**src/rtl/pulse_stretcher.sv**
```systemverilog
// Stretches single-cycle strobes into HIGH_CYCLES-wide pulses separated by at least GAP_CYCLES low cycles.
// Strobes that arrive during a pulse are queued. Define PULSE_STRETCHER_RETRIG_EN so a strobe during HIGH extends the current pulse.
module pulse_stretcher #(
    parameter int HIGH_CYCLES = 10,
    parameter int GAP_CYCLES  = 10,
    parameter int PEND_W      = 4
) (
    input  logic              clk_in,
    input  logic              reset,
    input  logic              Din,
    input  logic              clr_ovf,
    output logic              Dout,
    output logic              busy,
    output logic [PEND_W-1:0] pending,
    output logic              ovf
);

    localparam int MAXC = (HIGH_CYCLES > GAP_CYCLES) ? HIGH_CYCLES : GAP_CYCLES;
    localparam int CW   = $clog2(MAXC) + 1;

    localparam logic [1:0] S_IDLE = 2'd0;
    localparam logic [1:0] S_HIGH = 2'd1;
    localparam logic [1:0] S_GAP  = 2'd2;

    localparam logic [CW-1:0]     H_LOAD = CW'(HIGH_CYCLES - 1);
    localparam logic [CW-1:0]     G_LOAD = CW'(GAP_CYCLES - 1);
    localparam logic [PEND_W-1:0] P_MAX  = '1;

    logic [1:0]    state;
    logic [CW-1:0] cnt;
    logic          retrig;
    logic          last_gap;
    logic          queue;

`ifdef PULSE_STRETCHER_RETRIG_EN
    assign retrig = (state == S_HIGH) && Din;
`else
    assign retrig = 1'b0;
`endif

    // A strobe on the final gap cycle either starts the next pulse itself or
    // cancels against the dequeued request, so it is never queued.
    assign last_gap = (state == S_GAP) && (cnt == '0);
    assign queue    = Din && (state != S_IDLE) && !retrig && !last_gap;
    assign busy     = (state != S_IDLE);

    always_ff @(posedge clk_in) begin
        if (reset) begin
            state   <= S_IDLE;
            cnt     <= '0;
            Dout    <= 1'b0;
            pending <= '0;
            ovf     <= 1'b0;
        end else begin
            if (clr_ovf)
                ovf <= 1'b0;
            if (queue) begin
                if (pending == P_MAX)
                    ovf <= 1'b1;
                else
                    pending <= pending + 1'b1;
            end else if (last_gap && (pending != '0) && !Din) begin
                pending <= pending - 1'b1;
            end

            case (state)
                S_IDLE: begin
                    if (Din) begin
                        state <= S_HIGH;
                        cnt   <= H_LOAD;
                        Dout  <= 1'b1;
                    end
                end
                S_HIGH: begin
                    if (retrig) begin
                        cnt <= H_LOAD;
                    end else if (cnt == '0) begin
                        state <= S_GAP;
                        cnt   <= G_LOAD;
                        Dout  <= 1'b0;
                    end else begin
                        cnt <= cnt - 1'b1;
                    end
                end
                S_GAP: begin
                    if (cnt == '0) begin
                        if ((pending != '0) || Din) begin
                            state <= S_HIGH;
                            cnt   <= H_LOAD;
                            Dout  <= 1'b1;
                        end else begin
                            state <= S_IDLE;
                        end
                    end else begin
                        cnt <= cnt - 1'b1;
                    end
                end
                default: begin
                    state <= S_IDLE;
                    cnt   <= '0;
                    Dout  <= 1'b0;
                end
            endcase
        end
    end

endmodule

```
**config.mk**
```make
export PLATFORM = sky130hd
export DESIGN_NAME = pulse_stretcher
export DESIGN_NICKNAME = d
export VERILOG_FILES = /design/src/rtl/pulse_stretcher.sv
export SDC_FILE = /design/constraint.sdc
export NUM_CORES = 1
export LEC_CHECK = 0
export ABC_AREA = 1
export BUFFER_PORTS_ARGS = -buffer_cell sky130_fd_sc_hd__buf_2
export CAP_MARGIN = 20
export CORE_MARGIN = 10
export CORE_UTILIZATION = 30
export CTS_CLUSTER_DIAMETER = 50
export DETAILED_ROUTE_END_ITERATION = 10
export GPL_ROUTABILITY_DRIVEN = 0
export PLACE_DENSITY_LB_ADDON = 0.1
export SYNTH_ARGS = -nofsm -noshare
export SYNTH_HDL_FRONTEND = slang
export SYNTH_SLANG_ARGS = --single-unit
```
**constraint.sdc**
```tcl
create_clock -name clk_in -period 2 [get_ports clk_in]
set_input_delay 0.3 -clock clk_in [delete_from_list [all_inputs] [get_ports clk_in]]
set_output_delay 0.3 -clock clk_in [all_outputs]
set_load 0.02 [all_outputs]
```
==> out/results.txt, run 1 <==
The flow ran to the end, and the final reports show no timing, DRC or antenna violations. For the pin with the worst max-slew slack, the measured transition is 340 ps. Along the worst path, the maximum fanout reaches 6. The net count of the finished layout is 155. The met2 routed wirelength came out at 870 um.

In this run the remaining antenna-violating nets after routing total 0. The tools report the part of the Yosys area used for sequential elements as 0.280. In this run the power spent charging and discharging nets is 0.883 mW.

The average wire length per cell after detail routing is 11.9 um. The floorplan step set the die height to 75.7 um. After synthesis the cells add up to 931 sq um. The number of rows created at floorplan is 20. The H-tree depth reported by CTS came out at 1.

Across all layers, the routed design uses 846 vias. Dividing total power by cell area gives a power density of 1630 nW/um^2. Clock-pin slew was measured on the worst setup and hold paths at 90 ps.

For the starting utilization of the core area, the log shows 0.310. The switching share of power was 0.512. The highest metal layer carrying signal wires in the routed design is met4.

The clock skew was 7.38 ps. In the post-synthesis netlist, the biggest area contributors are dfxtp_1, inv_1, ha_1. CTS saw 13 sinks.

The worst register-to-register path begins at cnt[0]. Grouping stages by cell kind, the critical path spends the most delay in simple AND/OR/NAND/NOR gates. Total inserted antenna cells: 0. The floorplan step defined a die boundary enclosing 5730 sq um. At the later pin of the worst-skew pair, clock insertion delay measures 280 ps. The total track usage was 0.0791; the cell internal power dissipation was 0.842 mW. After detailed routing, the number of vias per cell comes to 4.83. The cell count after synthesis came out at 128. Counting every net in the synthesized netlist gives 140. TritonCTS built the clock tree. The part of the total power dissipated in sequential elements was 0.268. The unique cell type count in the Yosys netlist is 28, and the final-layout fill cell count is 327. After clock tree synthesis, the flow added hold-fix buffers numbering 0.

For this run, design rule violations remaining after detail routing come to 0. The run gives 0.502 nW as the static leakage. Kind of critical path: reg2reg. The tools report the top-level port count as 11.

The floorplan step defined a core boundary enclosing 3000 sq um. The tools report the launch instance of the worst min-delay path as reset. The worst register-to-register path ends at pending[3].

Along the worst hold path, the cell count comes to 2. The share of final-layout standard cells stronger than drive strength 1 is 0.232, and the TritonCTS buffer count is 3. Measured in cells, the most critical reg-to-reg path has a length of 11. The delay contributed by the slowest stage of the critical path is 350 ps, and the worst supply voltage drop on vdd is 0.486 mV. The largest individual stage delay along the critical path comes from the cell dfxtp_2.

Static timing analysis puts the maximum clock frequency at 543 MHz. The clock passes through at most 2 buffers. The endpoint of the worst hold-timing path is ovf. The horizontal die dimension is 75.7 um.

The largest total area in the synthesized netlist belongs to dfxtp_1. The logs give 0 for the max-cap check violation count and 39 for the detailed router's first-iteration violation count. The via count of the first global-routing pass is 759.

The logic gate share of total power was 0.635; the average size of a mapped cell was 7.27 sq um. Setup repair after global routing left no endpoint under its margin. In the detailed route, the total length drawn on met3 is 102 um. The number of max-slew violations in the final report is 0. The HPWL after detailed placement was 1650 um; the clock period minus final worst setup slack was 1840 ps. Setup violations remaining at the end of the flow were counted as 0. The worst max-slew margin expressed relative to the limit was 0.773.

The number of hold violations in the final report was 0. The worst setup path is captured at a flip-flop. The first detailed-routing pass took 4 iterations. Maximum number of pins on one net before global-route repair: 10. In this run the tool buffered the top-level ports with 10 buffer cells.

Share of Yosys cell area claimed by the top area cell type: 0.280. Summed over all failing endpoints, the final setup total negative slack is 0 ps. The worst setup path is launched from a flip-flop.

After global routing the overflow that remains totals 0. The critical path goes through inv_1 -> ha_1 -> nand4_4 -> nand2_4 -> ha_1 -> nand2_1 -> nand3b_1 -> nand3_1 -> nand3_1 -> nand2_1 -> inv_1. After detailed routing, the total wire length is 2080 um. The signed area change from the synthesized netlist to the final layout was 13.6%. The number of storage elements in the synthesis netlist came out at 13.

The first global-routing pass estimated 3520 um of wire. The initial antenna violation count was 0. The worst hold path class is in2reg.

The cell at the root of the clock tree was clkbuf_4. The tools report the fraction of power consumed by the clock network as 0.097. STA puts the critical path data required time at 2190 ps.

The reg-to-reg setup timing slack is 160 ps, and the number of buffers and inverters on the critical path is 2. Post-route clock period utilization: 0.920. During synthesis, Yosys emitted a total of 0 warnings.

Wire length on met1: 1090 um. The run gives 0.352 as the share of the core filled with cells in the final layout. The tools report the post-CTS setup repair buffer count as 0. Data on the critical path arrives at its endpoint at 2030 ps.
## power by group through the flow
| stage | Sequential [mW] | Clock (mW) | Combinational [mW] |
|---|---|---|---|
| final | 0.462 | 0.168 | 1.09 |
| after global placement | 0.460 | 0 | 1.10 |
| after global routing | 0.481 | 0.194 | 1.23 |
| after floorplan | 0.488 | 0 | 0.825 |
| after CTS | 0.457 | 0.174 | 1.10 |
| after detailed placement | 0.463 | 0 | 1.09 |
## sequential cells by signal, indices dropped and copies added (netlist names)
register and cells:
ovf 1, state 2, Dout 1, pending 4
cnt 5
## worst max path at each step
| stage | from | to | slack (ps) | depth (start not counted) |
|---|---|---|---|---|
| floorplan | state[0] | pending[3] | 190 | 11 |
| global placement | state[0] | pending[3] | 130 | 11 |
| detailed placement | state[0] | pending[3] | 40 | 11 |
| CTS | state[0] | pending[3] | 30 | 11 |
| global route | state[0] | pending[2] | 20 | 12 |
| finish | cnt[0] | pending[3] | 160 | 11 |
## layer usage
metal | up-vias | track usage
met3 | 2 | 0.0313
li1 | 448 | -
met2 | 9 | 0.112
met1 | 387 | 0.104
met4 | 0 | 0.0309
met5 | - | 0
## per-stage QoR
stage,power (mW),hold slack [ps],instances,area (sq um),setup WS [ps]
after detailed placement,1.55,443,171,1020,40.4
after global routing,1.91,250,175,1060,20.9
after global placement,1.56,448,171,1020,126
after floorplan,1.31,369,128,931,193
final,1.72,271,175,1060,160
after CTS,1.73,264,175,1050,31.5
## timing repair
item	CTS	global route
setup endpoints to repair	0	2
endpoints found under the hold margin	0	0
resized for setup	0	5
## worst register-to-register path, delay by kind of cell (launching register included)
family | cells | cell delay (ps)
AND/OR/NAND/NOR | 7 | 720
adder cells (fa/ha/maj) | 2 | 580
flip-flops | 1 | 350
buffers and inverters | 2 | 110
## synth_stat cells
master and instances:
nor2_4 1, ha_1 8, nand4_4 1, nand2_1 15, inv_2 3, nor2_2 1, o211ai_1 4, nor3_2 1
a21oi_1 10, nand3_1 9, o21bai_1 1, dfxtp_1 13, nand4_1 2, nor3_1 1, inv_1 29, nor2_1 6
nand2_2 2, nand3b_1 2, a31oi_1 1, o21ai_1 1, a211oi_2 1, o21ai_0 9, xnor2_1 1, nand2_4 1
nor2_8 1, o22ai_1 1, o22ai_2 1, o21ai_2 2
## kinds of logic after synthesis
group	synth area share
compound gates	0.207
flops	0.280
simple gates	0.267
fa+ha+maj	0.108
buf+inv	0.129
xor+xnor	0.00941
## placed cells by master, fill, tap and decap left out, types with 2 or more instances in the layout
cell type and n:
buf_2 10, nand2_2 2, nand2_1 15, o211ai_1 4, a21oi_1 10, nand3b_1 2
nor2_1 6, o21ai_0 9, nand3_1 9, ha_1 6, o21ai_2 2, ha_2 2
nand4_1 2, dfxtp_2 3, inv_1 29, dfxtp_1 10, clkbuf_4 3, inv_2 3
## layout make-up
cell class	count	area, sq um	area share
multi-input combinational	83	556	0.525
sequential	13	264	0.250
inverter	32	120	0.114
timing repair buffer	10	50.0	0.0473
tap	33	41.3	0.0391
clock buffer	4	26.3	0.0249
No activity file was read; power rests on OpenSTA's default activity.
==> run 2: changes to the inputs <==
--- a/config.mk
+++ b/config.mk
@@ -13,7 +13,8 @@
 export CTS_CLUSTER_DIAMETER = 50
 export DETAILED_ROUTE_END_ITERATION = 10
 export GPL_ROUTABILITY_DRIVEN = 0
-export PLACE_DENSITY_LB_ADDON = 0.1
+export PLACE_DENSITY = 0.55
+export SETUP_SLACK_MARGIN = 0.2
 export SYNTH_ARGS = -nofsm -noshare
 export SYNTH_HDL_FRONTEND = slang
 export SYNTH_SLANG_ARGS = --single-unit
==> out/results.txt, run 2 (synthesis gave the netlist of run 1 again) <==
The flow ran to the end, and the final reports show no timing, DRC or antenna violations. The fraction of power consumed by the clock network is 0.090 (-0.007), and the final-layout fill cell count is 325 (-0.61%). The run gives 3910 um (+11%) as the wire length of the first global-routing pass. Clock sink count: 13 (unchanged). For the overall die area, the log shows 5730 sq um (unchanged). Maximum number of pins on one net before global-route repair: 10 (unchanged). The largest registers in the layout are cnt (5), pending (4), state (2). For the max-cap check violation count, the log shows 0 (unchanged).

The required time reported for the critical path endpoint was 2190 ps (about the same). Post-layout worst setup margin: 282 ps (+122 ps). The switching share of power was 0.501 (-0.0106); the TritonCTS buffer count was 3 (unchanged).

The power density over cell area was 1660 nW/um^2 (+1.6%); the average wire length per cell after detail routing was 12.6 um (+5.5%). The number of buffer cells added on primary ports came out at 10 (unchanged). The most frequent standard cell in the layout excluding fill and tap cells was inv_1. The HPWL after detailed placement was 1700 um (+2.9%). The number of hold buffers added after cts was 0 (unchanged). The minimum hold slack was 262 ps (-9.24 ps). The worst setup path is of the reg2reg kind. The launching instance or port of the critical path is state[1]. The reg-to-reg setup timing slack came out at 280 ps (+120 ps). The tools report the vias after detailed routing as 848 (+0.24%). The post-route setup TNS was 0 ps (unchanged). For the initial antenna violation count, the log shows 0 (unchanged). The startpoint identified for the worst register-to-register timing path is state[1].

The worst-path maximum fanout is 5 (-1). Register with the most flip-flops: cnt. The DRC violation count after routing was 0 (unchanged). The worst max-slew margin expressed relative to the limit is 0.761 (-0.0116), and the post-route clock period utilization is 0.859 (-0.0612). Number of hold violations in the final report: 0 (unchanged).

The detailed router's first-iteration violation count is 43 (+10%), and the wire length reported by the detailed router is 2240 um (+7.3%). Leaving out fill and tap cells, the most frequent cells in the layout are inv_1, nand2_1, dfxtp_1, buf_2. STA classifies the critical path endpoint as a flip-flop.

Total congestion overflow: 0 (unchanged). The clock transition at the register clock pins on the worst setup and hold paths after CTS was 80 ps (about the same). The horizontal die dimension came out at 75.7 um (unchanged). The maximum buffer depth of the clock tree is 2 (unchanged). The antenna violation net count after detailed routing was 0 (unchanged); the part of the total power dissipated in sequential elements was 0.259 (-0.009). Via count of the first global-routing pass: 892 (+18%). The tree is rooted in a clkbuf_4.

The floorplan core area came out at 3000 sq um (unchanged). The clock period minus final worst setup slack is 1720 ps (-122 ps), and the total track usage is 0.0873 (+0.00819). The tools report the net load switching power as 0.944 mW (+6.9%). The arrival time at the worst endpoint was 1900 ps (-130 ps); the logic gate share of total power was 0.652 (+0.017). For the maximum clock frequency, the log shows 582 MHz (+7.1%). The logs give 2.25 ps (-5.13 ps) for the clock skew and 280 ps (about the same) for the clock latency on the worst-skew pair. The worst supply voltage drop on vdd came out at 0.664 mV (+37%). The starting utilization of the core area is 0.310 (unchanged), and the final count of negative-setup-slack endpoints is 0 (unchanged). The run gives 0 (unchanged) as the total inserted antenna cells. Post-detailed-placement cell area: 1020 sq um (unchanged). The number of nets at the end of the flow is 158 (+1.9%), and the static leakage is 0.522 nW (+4.0%). The worst hold path class is in2reg. The run gives 4 (unchanged) as the first-pass iteration count of the detailed router.

For the H-tree depth reported by CTS, the log shows 1 (unchanged). The post-detailed-route via-to-cell ratio is 4.76 (-1.5%). The flip-flop count of the largest register after layout came out at 5 (unchanged). For the number of rows created at floorplan, the log shows 20 (unchanged). STA classifies the critical path startpoint as a flip-flop. Top-level port count: 11 (unchanged). The share of final-layout standard cells stronger than drive strength 1 came out at 0.297 (+0.0642).

The startpoint identified for the worst hold timing path is reset. Setup repair after global routing left no endpoint under its margin. The die extent in y works out to 75.7 um (unchanged). TritonCTS built the clock tree. The transition at the pin with the smallest max-transition slack came out at 357 ps (+16.1 ps). The cell internal power dissipation is 0.939 mW (+12%), and the number of max-slew violations in the final report is 0 (unchanged). Area of all placed cells without fillers: 1140 sq um (+7.5%). The run gives 45.2 ps (+4.74 ps) as the setup slack at placement. Relative to the synthesized area, the layout overhead comes to 22.0%. The tools report the overall power as 1.88 mW (+9.2%).
## run 2: changes by cell type in the layout (fill, tap and decap cells not counted), sizes merged
cell and change:
buf +3
## run 2: per-stage QoR
| stage | util | instances |
|---|---|---|
| 3_5_place_dp | 0.340 | 171 |
| 3_3_place_gp | 0.340 | 171 |
| 5_1_grt | 0.378 | 178 |
| 6_report | 0.378 | 178 |
| 2_1_floorplan | - | 128 |
| 4_1_cts | 0.368 | 178 |
## run 2: layout make-up
type | count | area (sq um) | area share
multi-input combinational | 83 | 604 | 0.532
timing repair buffer | 13 | 72.6 | 0.0639
inverter | 32 | 123 | 0.108
sequential | 13 | 269 | 0.237
clock buffer | 4 | 26.3 | 0.0231
tap | 33 | 41.3 | 0.0363
## run 2: power by group through the flow
stage	Clock (mW)	Sequential (mW)	Combinational, mW
global placement	0	0.459	1.07
global route	0.186	0.504	1.40
finish	0.169	0.487	1.23
floorplan	0	0.488	0.823
CTS	0.178	0.467	1.18
detailed placement	0	0.464	1.09
## run 2: worst paths after layout
| check | end | cells after the start |
|---|---|---|
| max | pending[3] | 11 |
| min | cnt[0] | 2 |
| max reg2reg | pending[3] | 11 |
| min reg2reg | Dout | 2 |
## run 2: per-layer routing
metal | part of all wire | track usage | vias to the layer above
li1 | - | - | 451
met1 | 0.47 | 0.0990 | 383
met2 | 0.49 | 0.156 | 12
met3 | 0.038 | 0.0352 | 2
met4 | 0.0027 | 0.00619 | 0
met5 | 0 | 0 | -
## run 2: what timing repair did
action	in CTS	in global routing
buffers inserted	3	0
resized for setup	8	10
endpoints found under the setup margin	2	4
pin swaps	3	2
## run 2: worst max-delay path: stages (launching register included)
cell      delay [ps]
dfxtp_4          380
inv_2             70
ha_4             180
nor2_4           130
nand2_4           90
ha_4             290
nand2_1           50
nand3b_1         180
nand3_1          100
nand3_1           80
nand2_1           60
inv_1             30
==> run 3: changes to the inputs <==
--- a/config.mk
+++ b/config.mk
@@ -13,8 +13,7 @@
 export CTS_CLUSTER_DIAMETER = 50
 export DETAILED_ROUTE_END_ITERATION = 10
 export GPL_ROUTABILITY_DRIVEN = 0
-export PLACE_DENSITY = 0.55
-export SETUP_SLACK_MARGIN = 0.2
+export PLACE_DENSITY = 0.46
 export SYNTH_ARGS = -nofsm -noshare
 export SYNTH_HDL_FRONTEND = slang
 export SYNTH_SLANG_ARGS = --single-unit
==> out/results.txt, run 3 (synthesis gave the netlist of run 1 again) <==
The overall power was 1.73 mW (-8.2%); the detailed router's first-iteration violation count was 40 (-7.0%). The share of final-layout standard cells stronger than drive strength 1 was 0.225 (-0.0712). The signal on the critical path passes through inv_1 -> ha_2 -> nor2_4 -> nand2_4 -> ha_1 -> nand2_1 -> nand3b_1 -> nand3_1 -> nand3_1 -> nand2_1 -> inv_1. The number of cells in the design after placement was 171 (unchanged); the post-detailed-placement cell area was 1020 sq um (unchanged). The vias after detailed routing was 846 (-0.24%); the die extent in y was 75.7 um (unchanged). The minimum hold slack came out at 245 ps (-16.6 ps). The number of nets at the end of the flow is 155 (-1.9%). Total inserted antenna cells: 0 (unchanged). The library cell used most frequently in the layout, excluding fill and tap cells, is inv_1. The number of buffer cells added on primary ports came out at 10 (unchanged). For the required time reported for the critical path endpoint, the log shows 2190 ps (about the same).

For the wire length reported by the detailed router, the log shows 2070 um (-7.3%). The flow ran to the end, and the final reports show no timing, DRC or antenna violations. The worst supply voltage drop on vdd came out at 0.757 mV (+14%).

The average wire length per cell after detail routing was 11.8 um (-5.7%). Post-route clock period utilization: 0.930 (+0.0708). The logs give 2 (unchanged) for the maximum buffer depth of the clock tree and 20 (unchanged) for the number of rows created at floorplan. TritonCTS built the clock tree. The H-tree depth reported by CTS came out at 1 (unchanged).

The final count of negative-setup-slack endpoints is 0 (unchanged), and the post-detailed-route via-to-cell ratio is 4.83 (+1.5%). The max-cap check violation count was 0 (unchanged); the delay contributed by the slowest stage of the critical path was 390 ps (about the same). The run gives 0 (unchanged) as the antenna violation net count after detailed routing. The signed area change from the synthesized netlist to the final layout is 13.6%. The floorplan core area was 3000 sq um (unchanged). The number of gates given a new drive strength after cts is 0 (-8). The HPWL after detailed placement came out at 1670 um (-2.0%). The tools report the count of non-filler cells in the finished layout as 175 (-1.7%). The power density over cell area came out at 1640 nW/um^2 (-1.3%). The number of buffers and inverters on the critical path works out to 2 (unchanged).

The largest registers in the layout are cnt (5), pending (4), state (2). Via count of the first global-routing pass: 793 (-11%). Wire length of the first global-routing pass: 3450 um (-12%). Horizontal die dimension: 75.7 um (unchanged). The logs give 0.352 (-0.0262) for the share of the core filled with cells in the final layout and 13 (unchanged) for the clock sink count.

In the layout the commonest cells are inv_1, nand2_1, dfxtp_1. Broken down by cell family, the worst path's largest delay share belongs to simple AND/OR/NAND/NOR gates. Clock period minus final worst setup slack: 1860 ps (+142 ps). The cell at the root of the clock tree is clkbuf_4. The multi-input logic area is 558 sq um (-7.7%), and the flip-flop count of the largest register after layout is 5 (unchanged). The worst max-slew margin expressed relative to the limit is 0.775 (+0.0133). Logic gate share of total power: 0.635 (-0.017). The transition at the pin with the smallest max-transition slack is 337 ps (-19.9 ps).

The initial antenna violation count is 0 (unchanged). The logs give 5730 sq um (unchanged) for the overall die area and 0.101 (+0.011) for the fraction of power consumed by the clock network. The kind of critical path was reg2reg. The total congestion overflow came out at 0 (unchanged). The clock latency on the worst-skew pair is 280 ps (about the same). The worst setup path is captured at a flip-flop. For the net load switching power, the log shows 0.883 mW (-6.5%). For the number of max-slew violations in the final report, the log shows 0 (unchanged). Final-layout fill cell count: 339 (+4.3%).

DRC violation count after routing: 0 (unchanged). The area of all placed cells without fillers was 1060 sq um (-6.9%); the number of hold violations in the final report was 0 (unchanged). The total track usage was 0.0788 (-0.00852). The logs give 0.310 (unchanged) for the starting utilization of the core area and 262 sq um (-2.8%) for the register cell area after layout.

The maximum number of pins on one net before global-route repair was 10 (unchanged). Counting flops per register, the top entry is cnt. Top-level port count: 11 (unchanged).

The arrival time at the worst endpoint came out at 2050 ps (+150 ps). The worst hold path class is in2reg. The worst-path maximum fanout is 6 (+1). The clock transition at the register clock pins on the worst setup and hold paths after CTS is 90 ps (about the same), and the number of hold buffers added after cts is 0 (unchanged). The switching share of power came out at 0.511 (+0.00939). The logs give 0.264 (+0.005) for the part of the total power dissipated in sequential elements and 0.846 mW (-9.9%) for the cell internal power dissipation. Maximum clock frequency: 538 MHz (-7.6%). Cell at the slowest stage of the critical path: dfxtp_1.

The first-pass iteration count of the detailed router is 4 (unchanged), and the static leakage is 0.500 nW (-4.2%). STA classifies the critical path startpoint as a flip-flop. The logs give 0 (-3) for the post-CTS setup repair buffer count and 2.47 ps (+0.213 ps) for the clock skew. TritonCTS buffer count: 3 (unchanged).
-- run 3: cell count changes in the layout (fill, tap and decap cells not counted), sizes merged --
cell,change
buf,-3
-- run 3: power groups by stage --
stage | sequential (mW) | clock [mW] | combinational, mW
final | 0.457 | 0.174 | 1.10
after global routing | 0.472 | 0.191 | 1.25
after CTS | 0.454 | 0.183 | 1.10
after detailed placement | 0.459 | 0 | 1.09
after global placement | 0.459 | 0 | 1.09
after floorplan | 0.488 | 0 | 0.825
-- run 3: worst reg2reg max path, delay by kind of cell (launching register included) --
| kind | cells | cell delay [ps] |
|---|---|---|
| buffers and inverters | 2 | 130 |
| adders and majority gates | 2 | 550 |
| and+or+nand+nor | 7 | 690 |
| DFF | 1 | 390 |
-- run 3: routing by layer --
metal	track usage	part of all wire	vias up
li1	-	-	445
met1	0.0953	0.46	381
met2	0.120	0.46	16
met3	0.0260	0.063	4
met4	0.0433	0.012	0
met5	0	0	-
-- run 3: worst paths after layout --
path,slack [ps],end,start,depth (start not counted)
setup / recovery,140,pending[3],state[1],11
hold / removal,250,cnt[3],reset,2
setup reg to reg,140,pending[3],state[1],11
hold reg to reg,460,Dout,Dout,2
-- run 3: metrics by stage --
| step | setup TNS, ps | setup WS, ps |
|---|---|---|
| after CTS | 0 | 51.1 |
| after detailed placement | 0 | 66.9 |
| after global placement | 0 | 119 |
| after global routing | -8.15 | -8.15 |
| after floorplan | 0 | 193 |
| final | 0 | 141 |
-- run 3: cell type report --
class	instances	area share
Tap cell	33	0.0391
Multi-Input combinational cell	83	0.528
Sequential cell	13	0.247
Clock buffer	4	0.0249
Timing Repair Buffer	10	0.0473
Inverter	32	0.114
